==> src/rtl/branch_ctrl_if.sv <==
// Branch controller bus: run request, instruction/PC/operand inputs,
// fetch-control outputs and run statistics (master = sequencer, slave = branch_ctrl).
interface branch_ctrl_if;
   logic        Start;
   logic [8:0]  Instr;
   logic [7:0]  PC;
   logic [7:0]  CmpA;
   logic [7:0]  CmpB;
   logic        FetchInit;
   logic        Branch;
   logic [4:0]  Target;
   logic        Halt;
   logic        Done;
   logic        Err;
   logic [15:0] CycleCnt;
   logic [7:0]  TakenCnt;

   modport master (
      output Start, Instr, PC, CmpA, CmpB,
      input  FetchInit, Branch, Target, Halt,
      input  Done, Err, CycleCnt, TakenCnt
   );

   modport slave (
      input  Start, Instr, PC, CmpA, CmpB,
      output FetchInit, Branch, Target, Halt,
      output Done, Err, CycleCnt, TakenCnt
   );
endinterface

==> src/rtl/branch_ctrl.sv <==
// Branch controller: IDLE/LAUNCH/RUN/HALTED sequencer deciding relative branches,
// halts and illegal-branch errors. Ports: CLK, Init_n (async low), bus (slave).
// Macro BRANCH_CTRL_STATS_EN enables the CycleCnt/TakenCnt counters (else tied 0).
module branch_ctrl (
   input  logic       CLK,
   input  logic       Init_n,
   branch_ctrl_if.slave bus
);
   typedef enum logic [1:0] {IDLE, LAUNCH, RUN, HALTED} state_t;

   state_t state, nxt;
   logic   z, done, err;
   logic   fetch_init, halt, set_done, set_err, legal_taken;
   logic [4:0] target;

   logic [3:0] op;
   logic [4:0] off;
   logic [8:0] dest;
   logic       is_cmp, is_bz, is_bnz, is_hlt, taken, legal;

   assign op     = bus.Instr[8:5];
   assign off    = bus.Instr[4:0];
   assign is_cmp = (op == 4'b1100);
   assign is_bz  = (op == 4'b1101);
   assign is_bnz = (op == 4'b1110);
   assign is_hlt = (op == 4'b1111) && (off == 5'b11111);
   assign taken  = (is_bz && z) || (is_bnz && !z);

   // 9-bit destination: bit 8 set means the target left 0..255
   assign dest  = {1'b0, bus.PC} + {{4{off[4]}}, off};
   assign legal = (off != 5'd0) && !dest[8];

   always_comb begin
      nxt         = state;
      fetch_init  = 1'b0;
      halt        = 1'b1;
      target      = 5'd0;
      set_done    = 1'b0;
      set_err     = 1'b0;
      legal_taken = 1'b0;
      unique case (state)
         IDLE: begin
            if (bus.Start) nxt = LAUNCH;
         end
         LAUNCH: begin
            fetch_init = 1'b1;
            halt       = 1'b0;
            nxt        = RUN;
         end
         RUN: begin
            halt   = 1'b0;
            target = off;
            if (is_hlt) begin
               halt     = 1'b1;
               set_done = 1'b1;
               nxt      = HALTED;
            end else if (taken && !legal) begin
               halt    = 1'b1;
               set_err = 1'b1;
               nxt     = HALTED;
            end else if (taken) begin
               legal_taken = 1'b1;
            end
         end
         HALTED: begin
            if (bus.Start) nxt = LAUNCH;
         end
         default: nxt = IDLE;
      endcase
   end

   always_ff @(posedge CLK or negedge Init_n) begin
      if (!Init_n) begin
         state <= IDLE;
         z     <= 1'b0;
         done  <= 1'b0;
         err   <= 1'b0;
      end else begin
         state <= nxt;
         if (state == LAUNCH) begin
            z    <= 1'b0;
            done <= 1'b0;
            err  <= 1'b0;
         end else begin
            if (state == RUN && is_cmp) z <= (bus.CmpA == bus.CmpB);
            if (set_done) done <= 1'b1;
            if (set_err)  err  <= 1'b1;
         end
      end
   end

`ifdef BRANCH_CTRL_STATS_EN
   logic [15:0] cyc_cnt;
   logic [7:0]  tkn_cnt;

   always_ff @(posedge CLK or negedge Init_n) begin
      if (!Init_n) begin
         cyc_cnt <= 16'd0;
         tkn_cnt <= 8'd0;
      end else if (state == LAUNCH) begin
         cyc_cnt <= 16'd0;
         tkn_cnt <= 8'd0;
      end else begin
         if (state == RUN && cyc_cnt != 16'hFFFF) cyc_cnt <= cyc_cnt + 16'd1;
         if (legal_taken && tkn_cnt != 8'hFF) tkn_cnt <= tkn_cnt + 8'd1;
      end
   end

   assign bus.CycleCnt = cyc_cnt;
   assign bus.TakenCnt = tkn_cnt;
`else
   assign bus.CycleCnt = 16'd0;
   assign bus.TakenCnt = 8'd0;
`endif

   assign bus.FetchInit = fetch_init;
   assign bus.Branch    = legal_taken;
   assign bus.Target    = target;
   assign bus.Halt      = halt;
   assign bus.Done      = done;
   assign bus.Err       = err;
endmodule

==> src/flat_wrapper.sv <==
// flat-port wrapper written by rule: the top's interface ports become plain ports
module branch_ctrl_flat 
  (CLK, Init_n, bus_Start, bus_Instr, bus_PC, bus_CmpA, bus_CmpB, bus_FetchInit, bus_Branch, bus_Target, bus_Halt, bus_Done, bus_Err, bus_CycleCnt, bus_TakenCnt);
  branch_ctrl_if bus_i ();
  input  logic CLK;
  input  logic Init_n;
  input wire logic [$bits(bus_i.Start)-1:0] bus_Start;
  input wire logic [$bits(bus_i.Instr)-1:0] bus_Instr;
  input wire logic [$bits(bus_i.PC)-1:0] bus_PC;
  input wire logic [$bits(bus_i.CmpA)-1:0] bus_CmpA;
  input wire logic [$bits(bus_i.CmpB)-1:0] bus_CmpB;
  output wire logic [$bits(bus_i.FetchInit)-1:0] bus_FetchInit;
  output wire logic [$bits(bus_i.Branch)-1:0] bus_Branch;
  output wire logic [$bits(bus_i.Target)-1:0] bus_Target;
  output wire logic [$bits(bus_i.Halt)-1:0] bus_Halt;
  output wire logic [$bits(bus_i.Done)-1:0] bus_Done;
  output wire logic [$bits(bus_i.Err)-1:0] bus_Err;
  output wire logic [$bits(bus_i.CycleCnt)-1:0] bus_CycleCnt;
  output wire logic [$bits(bus_i.TakenCnt)-1:0] bus_TakenCnt;
  assign bus_i.Start = bus_Start;
  assign bus_i.Instr = bus_Instr;
  assign bus_i.PC = bus_PC;
  assign bus_i.CmpA = bus_CmpA;
  assign bus_i.CmpB = bus_CmpB;
  assign bus_FetchInit = bus_i.FetchInit;
  assign bus_Branch = bus_i.Branch;
  assign bus_Target = bus_i.Target;
  assign bus_Halt = bus_i.Halt;
  assign bus_Done = bus_i.Done;
  assign bus_Err = bus_i.Err;
  assign bus_CycleCnt = bus_i.CycleCnt;
  assign bus_TakenCnt = bus_i.TakenCnt;
  branch_ctrl u_core (.CLK(CLK), .Init_n(Init_n), .bus(bus_i));
endmodule
==> config.mk <==
export PLATFORM = sky130hd
export DESIGN_NAME = branch_ctrl_flat
export DESIGN_NICKNAME = d
export VERILOG_FILES = /design/src/rtl/branch_ctrl_if.sv /design/src/rtl/branch_ctrl.sv /design/src/flat_wrapper.sv
export SDC_FILE = /design/constraint.sdc
export NUM_CORES = 1
export LEC_CHECK = 0
export ABC_AREA = 1
export BUFFER_PORTS_ARGS = -buffer_cell sky130_fd_sc_hd__buf_2
export CAP_MARGIN = 20
export CORE_ASPECT_RATIO = 1.5
export CORE_MARGIN = 5
export CORE_UTILIZATION = 40
export DETAILED_ROUTE_END_ITERATION = 10
export PLACE_DENSITY_LB_ADDON = 0.15
export SKIP_CTS_REPAIR_TIMING = 1
export SLEW_MARGIN = 20
export SYNTH_ARGS = -nofsm -noshare
export SYNTH_HDL_FRONTEND = slang
export SYNTH_SLANG_ARGS = --single-unit
==> constraint.sdc <==
create_clock -name CLK -period 1.66 [get_ports CLK]
set_input_delay 0.332 -clock CLK [delete_from_list [all_inputs] [get_ports CLK]]
set_output_delay 0.332 -clock CLK [all_outputs]
set_load 0.005 [all_outputs]
==> results.cfg, run 1 <==
[floorplan]
core.rowCount = 21
die_x_um = 48.7
ios = 70
dieHeight_um = 68.0
start_util = 0.412
die_area_um2 = 3310
coreArea_um2 = 2180

[sta]
maxClockFrequency_ghz = 0.531
min_period_over_period = 1.14
hold_violations = 0
setup_ws_ns = -0.224
final-setup-viol-count = 6
slew_viol_final = 0
fin_worst_skew_ns = 0.00153
period_minus_slack_ns = 1.88
rsz0062_at_grt = yes

[hold_path]
min_to = u_core.z$_DFFE_PN0P_
hp-start = bus_CmpB[3]
min_delay_path_depth = 4
hold_class = in -> reg

[placement]
gp_congestion = 0.796
port_buffers = 45
hpwl_mm = 2.00
dpl_worst_slack_ns = -0.308
placed_cells = 210

[logic_synthesis]
synth_cells = 135
synth_edf_count = 0
synth_top_area_frac = 0.201
async_flop_share = 1.00
synthFlopType = dfrtp_1
synth_area_per_cell_um2 = 6.65
netlist_area_um2 = 898
synth_cell_types = 27
synth_common_cells = nand2_1 (31), buf_4 (24), inv_1 (20), ha_1 (10), nor2_1 (7)
ys_top_cells_by_area = buf_4 (20%), dfrtp_1 (14%), ha_1 (14%)
ys_seq_elements = 5
yosysTopAreaCell = buf_4
synth.most_common_cell = nand2_1
synth-warning-count = 0
yosysSeqAreaShare = 0.139

[grt]
grtUsageMet1 = 0.125
global_route.usage.met2 = 0.255
grt_pass1_wl_mm = 3.57
first_global_vias = 926
grt.total_usage = 0.131
use_met3 = 0.0414
overflow = 0
top_usage_layer = met2
antenna_found_initial = 0
grt_max_degree = 7

[clock_network]
htree_levels = 1
insertion_delay_ns = 0.24
cts_made_buffers = 3
cts_tree = yes
worst_setup_hold_path_clk_slew_ns = 0.04
cts_buffer_depth = 2
cts.sinks = 5
clockRootBuffer = clkbuf_4

[drt]
drt-initial-drc-count = 5
firstDrtPassIters = 4
wirelength_mm = 2.26
drc = 0
dr_total_vias = 936
wl_per_cell_um = 10.5
ant_nets = 0
via_per_inst = 4.35

[power_and_ir_drop]
ir_drop_uv = 509
leakagePower_uw = 0.000766
pwr_density_cell_nw_per_um2 = 770

[critical_path]
reg2reg_depth = 6
startpoint_type = input port
r2r-end = u_core.z$_DFFE_PN0P_
critPathArrivalTime_ns = 1.55
worstReg2RegStart = u_core.state[1]$_DFFE_PN0P_
critPathRequiredTime_ns = 1.33
worstSetupPathType = in -> out
critPathMaxFanout = 5
r2r_setup_slack_ns = 0.24
worstSetupEndpointType = primary output

[final_layout]
final_cell_count_no_fill = 215
antenna_cells = 0
fillCellCount = 217
nNetsFinal = 239
areaGrowthSynthToFinish_pct = 41.2
drive_gt1_frac = 0.411

[status]
violations = setup timing
status = finished with violations

[job]
cap_violations = 0
## cell families after synthesis
group | synth area share
other | 0.00417
AND/OR/NAND/NOR | 0.256
AO/OA/AOI/OAI | 0.131
flip-flops | 0.139
buffers and inverters | 0.301
adder cells (fa/ha/maj) | 0.139
XOR/XNOR | 0.0293
## layout make-up
cell class | instances | area, um^2 | area share
multi-input combinational | 105 | 677 | 0.534
timing repair buffer | 55 | 325 | 0.256
sequential | 5 | 125 | 0.0986
inverter | 23 | 86.3 | 0.0680
tap | 23 | 28.8 | 0.0227
clock buffer | 4 | 26.3 | 0.0207
## stage by stage
stage | hold slack, ns | util | cell area, um^2 | TNS [ns] | total power, uW
finish | 0.407 | 0.582 | 1270 | -0.365 | 977
floorplan | 0.0364 | - | 985 | 0 | 597
global placement | 0.152 | 0.515 | 1120 | -0.598 | 783
detailed placement | 0.150 | 0.515 | 1120 | -0.814 | 806
CTS | -0.105 | 0.527 | 1150 | -0.656 | 950
global route | 0.429 | 0.582 | 1270 | -0.993 | 1090
## layout by cell type, fill, tap and decap left out, types with 5 or more instances in the layout
cell type	n
buf_2	42
nand2_1	29
conb_1	24
inv_1	20
buf_4	9
nor2_1	6
ha_4	5
ha_1	5
dfrtp_1	5
## critical path, cell delays in order
cell and delay (ns):
buf_6 0.12, ha_4 0.28, nand2_2 0.07, o21a_4 0.21, nand2_1 0.05, nand2_1 0.06
nand2_2 0.10, nand2_4 0.05, a22oi_2 0.14, buf_2 0.14
## per-layer routing
metal  wire [um]  up-vias
li1            -      486
met5           0        -
met4          32        0
met3         196        2
met2        1280       44
met1         742      404
## how the worst max path moves through the flow
stage                 startpoint        to  slack (ns)  cells after the start
global placement    bus_Instr[4]  bus_Halt       -0.26                      9
global route           bus_PC[1]  bus_Halt       -0.31                     13
detailed placement  bus_Instr[4]  bus_Halt       -0.31                      9
floorplan              bus_PC[7]  bus_Halt       0.003                      7
finish              bus_Instr[4]  bus_Halt       -0.22                     10
CTS                 bus_Instr[4]  bus_Halt       -0.31                      9
## power by group
part | internal [uW] | leakage, uW | switching [uW]
combinational | 303 | 0.000686 | 354
sequential | 155 | 0.0000647 | 27.2
clock | 90.6 | 0.0000150 | 46.2
## state kept, by name (all words and copies together), names as in the netlist
| name | cells |
|---|---|
| u_core.bus.Done | 1 |
| u_core.bus.Err | 1 |
| u_core.state | 2 |
| u_core.z | 1 |
Power figures use the tool's default switching activity.
==> inputs of run 2 (changes only) <==
Settings changed: BUFFER_PORTS_ARGS -buffer_cell sky130_fd_sc_hd__buf_2 to -buffer_cell sky130_fd_sc_hd__clkbuf_2, GPL_TIMING_DRIVEN set to 0.
==> run 2 against run 1 <==
  * Sequential share of layout area decreased by 1.0 points
  * Fmax down 1.6%
  * Worst hold slack lost 0.0021 ns
  * Global-route usage is 0.78 points lower
  * Wire length fell by 0.98%
  * Design area increased by 11%
  * Combinational power is 4.0% higher
  * The flow still finishes with violations (setup timing)
  * Core utilization increased by 6.7 points
  * Clock skew is essentially flat
  * Via count up 3.0%
  * Cell count rose by 7.4%
  * Register-to-register slack worse by 0.05 ns
  * Highest routed layer unchanged
==> results.cfg, run 2 (same netlist as run 1, synthesis figures left out) <==
[clock_network]
worst_setup_hold_path_clk_slew_ns = 0.04
htree_levels = 1
insertion_delay_ns = 0.24
cts_tree = yes
cts_buffer_depth = 2
cts.sinks = 5
clockRootBuffer = clkbuf_4
cts_made_buffers = 3

[sta]
slew_viol_final = 0
fin_worst_skew_ns = 0.00110
final-setup-viol-count = 2
min_period_over_period = 1.15
hold_violations = 0
setup_tns_ns = -0.398
setup_ws_ns = -0.255
rsz0062_at_grt = yes
period_minus_slack_ns = 1.92
fin_hold_ws_ns = 0.405
maxClockFrequency_ghz = 0.522

[placement]
place_area_um2 = 1240
gp_congestion = 0.714
placed_cells = 226
port_buffers = 45
hpwl_mm = 1.93

[floorplan]
coreArea_um2 = 2180
start_util = 0.412
ios = 70
core.rowCount = 21
die_x_um = 48.7
die_area_um2 = 3310
dieHeight_um = 68.0

[final_layout]
antenna_cells = 0
nNetsFinal = 255
areaGrowthSynthToFinish_pct = 57.4
fillCellCount = 192
largest_reg_flops = 2
final_cell_count_no_fill = 231
layout_common_cells = clkbuf_2 (40), nand2_1 (29), buf_4 (25)
regMostFlops = u_core.state
finish.utilization = 0.648
final_area_um2 = 1410
final_common_cell = clkbuf_2
drive_gt1_frac = 0.462

[power_and_ir_drop]
pwr_density_cell_nw_per_um2 = 715
ir_drop_uv = 550
leakagePower_uw = 0.000863

[hold_path]
hold_class = in -> reg
min_to = u_core.z$_DFFE_PN0P_
hp-start = bus_CmpB[3]
min_delay_path_depth = 4

[status]
violations = setup timing
status = finished with violations

[grt]
first_global_vias = 918
antenna_found_initial = 0
grt.total_usage = 0.123
overflow = 0
grt_pass1_wl_mm = 3.39
grt_max_degree = 10

[critical_path]
critPathSlowestCell = ha_4
critPathRequiredTime_ns = 1.33
worstSetupEndpointType = primary output
critical_path.max_stage_delay_ns = 0.28
r2r-end = u_core.z$_DFFE_PN0P_
critPathMaxFanout = 7
reg2reg_depth = 6
worstSetupPathType = in -> out
r2r_setup_slack_ns = 0.19
worstReg2RegStart = u_core.state[1]$_DFFE_PN0P_
crit_chain = buf_6 > ha_4 > nand2_4 > o21a_4 > nand2_1 > nand2_1 > nand2_2 > nand2_4 > a22oi_1 > buf_2
critPathArrivalTime_ns = 1.58
startpoint_type = input port

[drt]
wl_per_cell_um = 9.67
ant_nets = 0
drc = 0
drt-initial-drc-count = 9
wirelength_mm = 2.23
firstDrtPassIters = 4
via_per_inst = 4.17
dr_total_vias = 964

[job]
cap_violations = 0
run 2: worst max-delay path by stage:
stage | cells after the start | to | startpoint
final | 10 | bus_Halt | bus_Instr[4]
after global routing | 13 | bus_Halt | bus_Instr[1]
after CTS | 8 | bus_Branch | u_core.state[0]$_DFFE_PN0P_
after detailed placement | 9 | bus_Halt | bus_Instr[4]
after global placement | 9 | bus_Halt | bus_Instr[4]
after floorplan | 7 | bus_Halt | bus_PC[7]
run 2: area by class of cell:
type | count | area, um^2 | share of cell area
buffer | 24 | 180 | 0.127
inverter | 23 | 86.3 | 0.0611
clock buffer | 4 | 26.3 | 0.0186
timing repair buffer | 47 | 265 | 0.188
sequential | 5 | 125 | 0.0885
tap | 23 | 28.8 | 0.0204
multi-input combinational | 105 | 702 | 0.496
run 2: critical path: cells and delay by family:
| family | cells | cell delay, ns |
|---|---|---|
| AND/OR/NAND/NOR | 5 | 0.33 |
| buffers and inverters | 2 | 0.27 |
| adder cells (fa/ha/maj) | 1 | 0.28 |
| AO/OA/AOI/OAI | 2 | 0.36 |
run 2: stage by stage:
step	setup slack [ns]	total power, uW
3_3_place_gp	-0.314	773
2_1_floorplan	0.00263	597
4_1_cts	-0.358	949
6_report	-0.255	1010
5_1_grt	-0.313	1130
3_5_place_dp	-0.353	803
run 2: power breakdown:
part	switching [uW]	leakage (uW)	internal, uW
Combinational	358	0.000784	325
Sequential	31.5	0.0000647	155
Clock	50.7	0.0000150	90.9
Total	440	0.000863	571
run 2: layer usage:
| layer | global-route usage | vias up | part of all wire | wire, um |
|---|---|---|---|---|
| met4 | 0.0606 | 0 | 0.020 | 45 |
| li1 | - | 517 | - | - |
| met5 | 0 | - | 0 | 0 |
| met2 | 0.234 | 49 | 0.53 | 1190 |
| met3 | 0.0349 | 5 | 0.11 | 240 |
| met1 | 0.122 | 393 | 0.34 | 762 |
==> inputs of run 3 (changes only) <==
Clock period 1.66 ns to 1.9 ns, I/O delays scaled along.
==> run 3 against run 2 <==
  * The flow still finishes with violations (setup timing)
  * Cell count did not move
  * Clock power shrank 13%
  * Global-route usage stayed put
  * Wire length about the same
  * Sequential share of layout area is 0.063 points higher
  * Clock skew stayed put
  * Design area fell by 0.71%
  * Die area unchanged
  * Critical path depth is the same
  * Critical path type unchanged
  * Critical endpoint unchanged
==> results.cfg, run 3 (same netlist as run 1, synthesis figures left out) <==
[power_and_ir_drop]
clockPowerShare = 0.144
leakagePower_uw = 0.000862
p_int_uw = 485
seqPwrFrac = 0.185
p_comb_frac = 0.672
p_switching_uw = 375
ir_drop_uv = 478
pwr_density_cell_nw_per_um2 = 612
fin_total_pwr_uw = 860
swShare = 0.436

[grt]
global_route.usage.met2 = 0.234
antenna_found_initial = 0
first_global_vias = 918
overflow = 0
use_met3 = 0.0349
top_usage_layer = met2
grt.total_usage = 0.123
grt_max_degree = 10
grtUsageMet1 = 0.122
grt_pass1_wl_mm = 3.39

[critical_path]
startpoint_type = input port
critPathArrivalTime_ns = 1.63
crit_chain = buf_6 > ha_4 > nand2_4 > o21a_4 > nand2_1 > nand2_1 > nand2_2 > nand2_4 > a22oi_1 > buf_2
critical_path.max_stage_delay_ns = 0.28
reg2reg_depth = 6
worstSetupEndpointType = primary output
critPathRequiredTime_ns = 1.52
critPathMaxFanout = 7
worstReg2RegStart = u_core.state[1]$_DFFE_PN0P_
worstSetupPathType = in -> out
r2r_setup_slack_ns = 0.47
critPathSlowestCell = ha_4
critical_path.top_delay_family = compound AO/OA/AOI/OAI gates
path_buf_inv = 2
r2r-end = u_core.z$_DFFE_PN0P_

[drt]
dr_total_vias = 967
drc = 0
firstDrtPassIters = 4
wirelength_mm = 2.23
drt-initial-drc-count = 9
wl_per_cell_um = 9.67
via_per_inst = 4.19
ant_nets = 0

[clock_network]
cts.sinks = 5
cts_made_buffers = 3
cts_tree = yes
cts_buffer_depth = 2
worst_setup_hold_path_clk_slew_ns = 0.04
htree_levels = 1
insertion_delay_ns = 0.24
clockRootBuffer = clkbuf_4

[status]
status = finished with violations
violations = setup timing

[floorplan]
ios = 70
die_area_um2 = 3310
start_util = 0.412
die_x_um = 48.7
coreArea_um2 = 2180
core.rowCount = 21
dieHeight_um = 68.0

[sta]
period_minus_slack_ns = 2.01
rsz0062_at_grt = yes
final-setup-viol-count = 2
hold_violations = 0
setup_ws_ns = -0.113
maxClockFrequency_ghz = 0.497
setup_tns_ns = -0.113
min_period_over_period = 1.06
fin_worst_skew_ns = 0.00110
slew_viol_final = 0

[final_layout]
final_common_cell = clkbuf_2
nNetsFinal = 255
regMostFlops = u_core.state
final_area_um2 = 1400
layout.area.seq_um2 = 125
final_cell_count_no_fill = 231
antenna_cells = 0
layout_common_cells = clkbuf_2 (40), nand2_1 (29), buf_4 (25)
drive_gt1_frac = 0.462
areaGrowthSynthToFinish_pct = 56.3
multi_input_area_um2 = 692
fillCellCount = 194
largest_reg_flops = 2

[hold_path]
hp-start = bus_CmpB[3]
min_delay_path_depth = 4
min_to = u_core.z$_DFFE_PN0P_
hold_class = in -> reg

[placement]
gp_congestion = 0.714
hpwl_mm = 1.93
place_area_um2 = 1240
placed_cells = 226
port_buffers = 45
dpl_worst_slack_ns = -0.209

[job]
cap_violations = 0
## run 3: cell counts in the layout (fill, tap and decap cells not counted)
Identical to the previous run, type by type.
## run 3: area by class of cell
cell class,count,area share
buffer,24,0.128
clock buffer,4,0.0187
inverter,23,0.0615
multi-input combinational,105,0.493
sequential,5,0.0891
tap,23,0.0205
timing repair buffer,47,0.189
## run 3: metrics by stage
step | util | hold slack, ns
2_1_floorplan | - | 0.0844
3_3_place_gp | 0.568 | 0.201
3_5_place_dp | 0.568 | 0.202
4_1_cts | 0.580 | -0.0589
5_1_grt | 0.644 | 0.487
6_report | 0.644 | 0.453
## run 3: worst register-to-register path: stages (launching register included)
cell	delay, ns
dfrtp_1	0.37
inv_1	0.07
ha_1	0.27
a21o_1	0.18
nor3_1	0.17
nand2_1	0.08
o31ai_1	0.19
## run 3: power by group through the flow
| stage | sequential (uW) | combinational, uW | clock [uW] |
|---|---|---|---|
| 6_report | 159 | 577 | 124 |
| 5_1_grt | 164 | 659 | 136 |
| 4_1_cts | 159 | 542 | 127 |
| 3_5_place_dp | 161 | 541 | 0 |
| 3_3_place_gp | 157 | 518 | 0 |
| 2_1_floorplan | 155 | 366 | 0 |
## run 3: how the worst max path moves through the flow
stage / start / endpoint / cells after the start
finish: bus_Instr[4] / bus_Halt / 10
floorplan: bus_PC[7] / bus_Halt / 7
CTS: bus_Instr[4] / bus_Halt / 9
global placement: bus_Instr[4] / bus_Halt / 9
detailed placement: bus_Instr[4] / bus_Halt / 9
global route: bus_Instr[1] / bus_Halt / 13
## run 3: layer usage
layer	part of all wire	up-vias
met1	0.34	396
met5	0	-
met2	0.53	49
met4	0.020	0
met3	0.11	5
li1	-	517
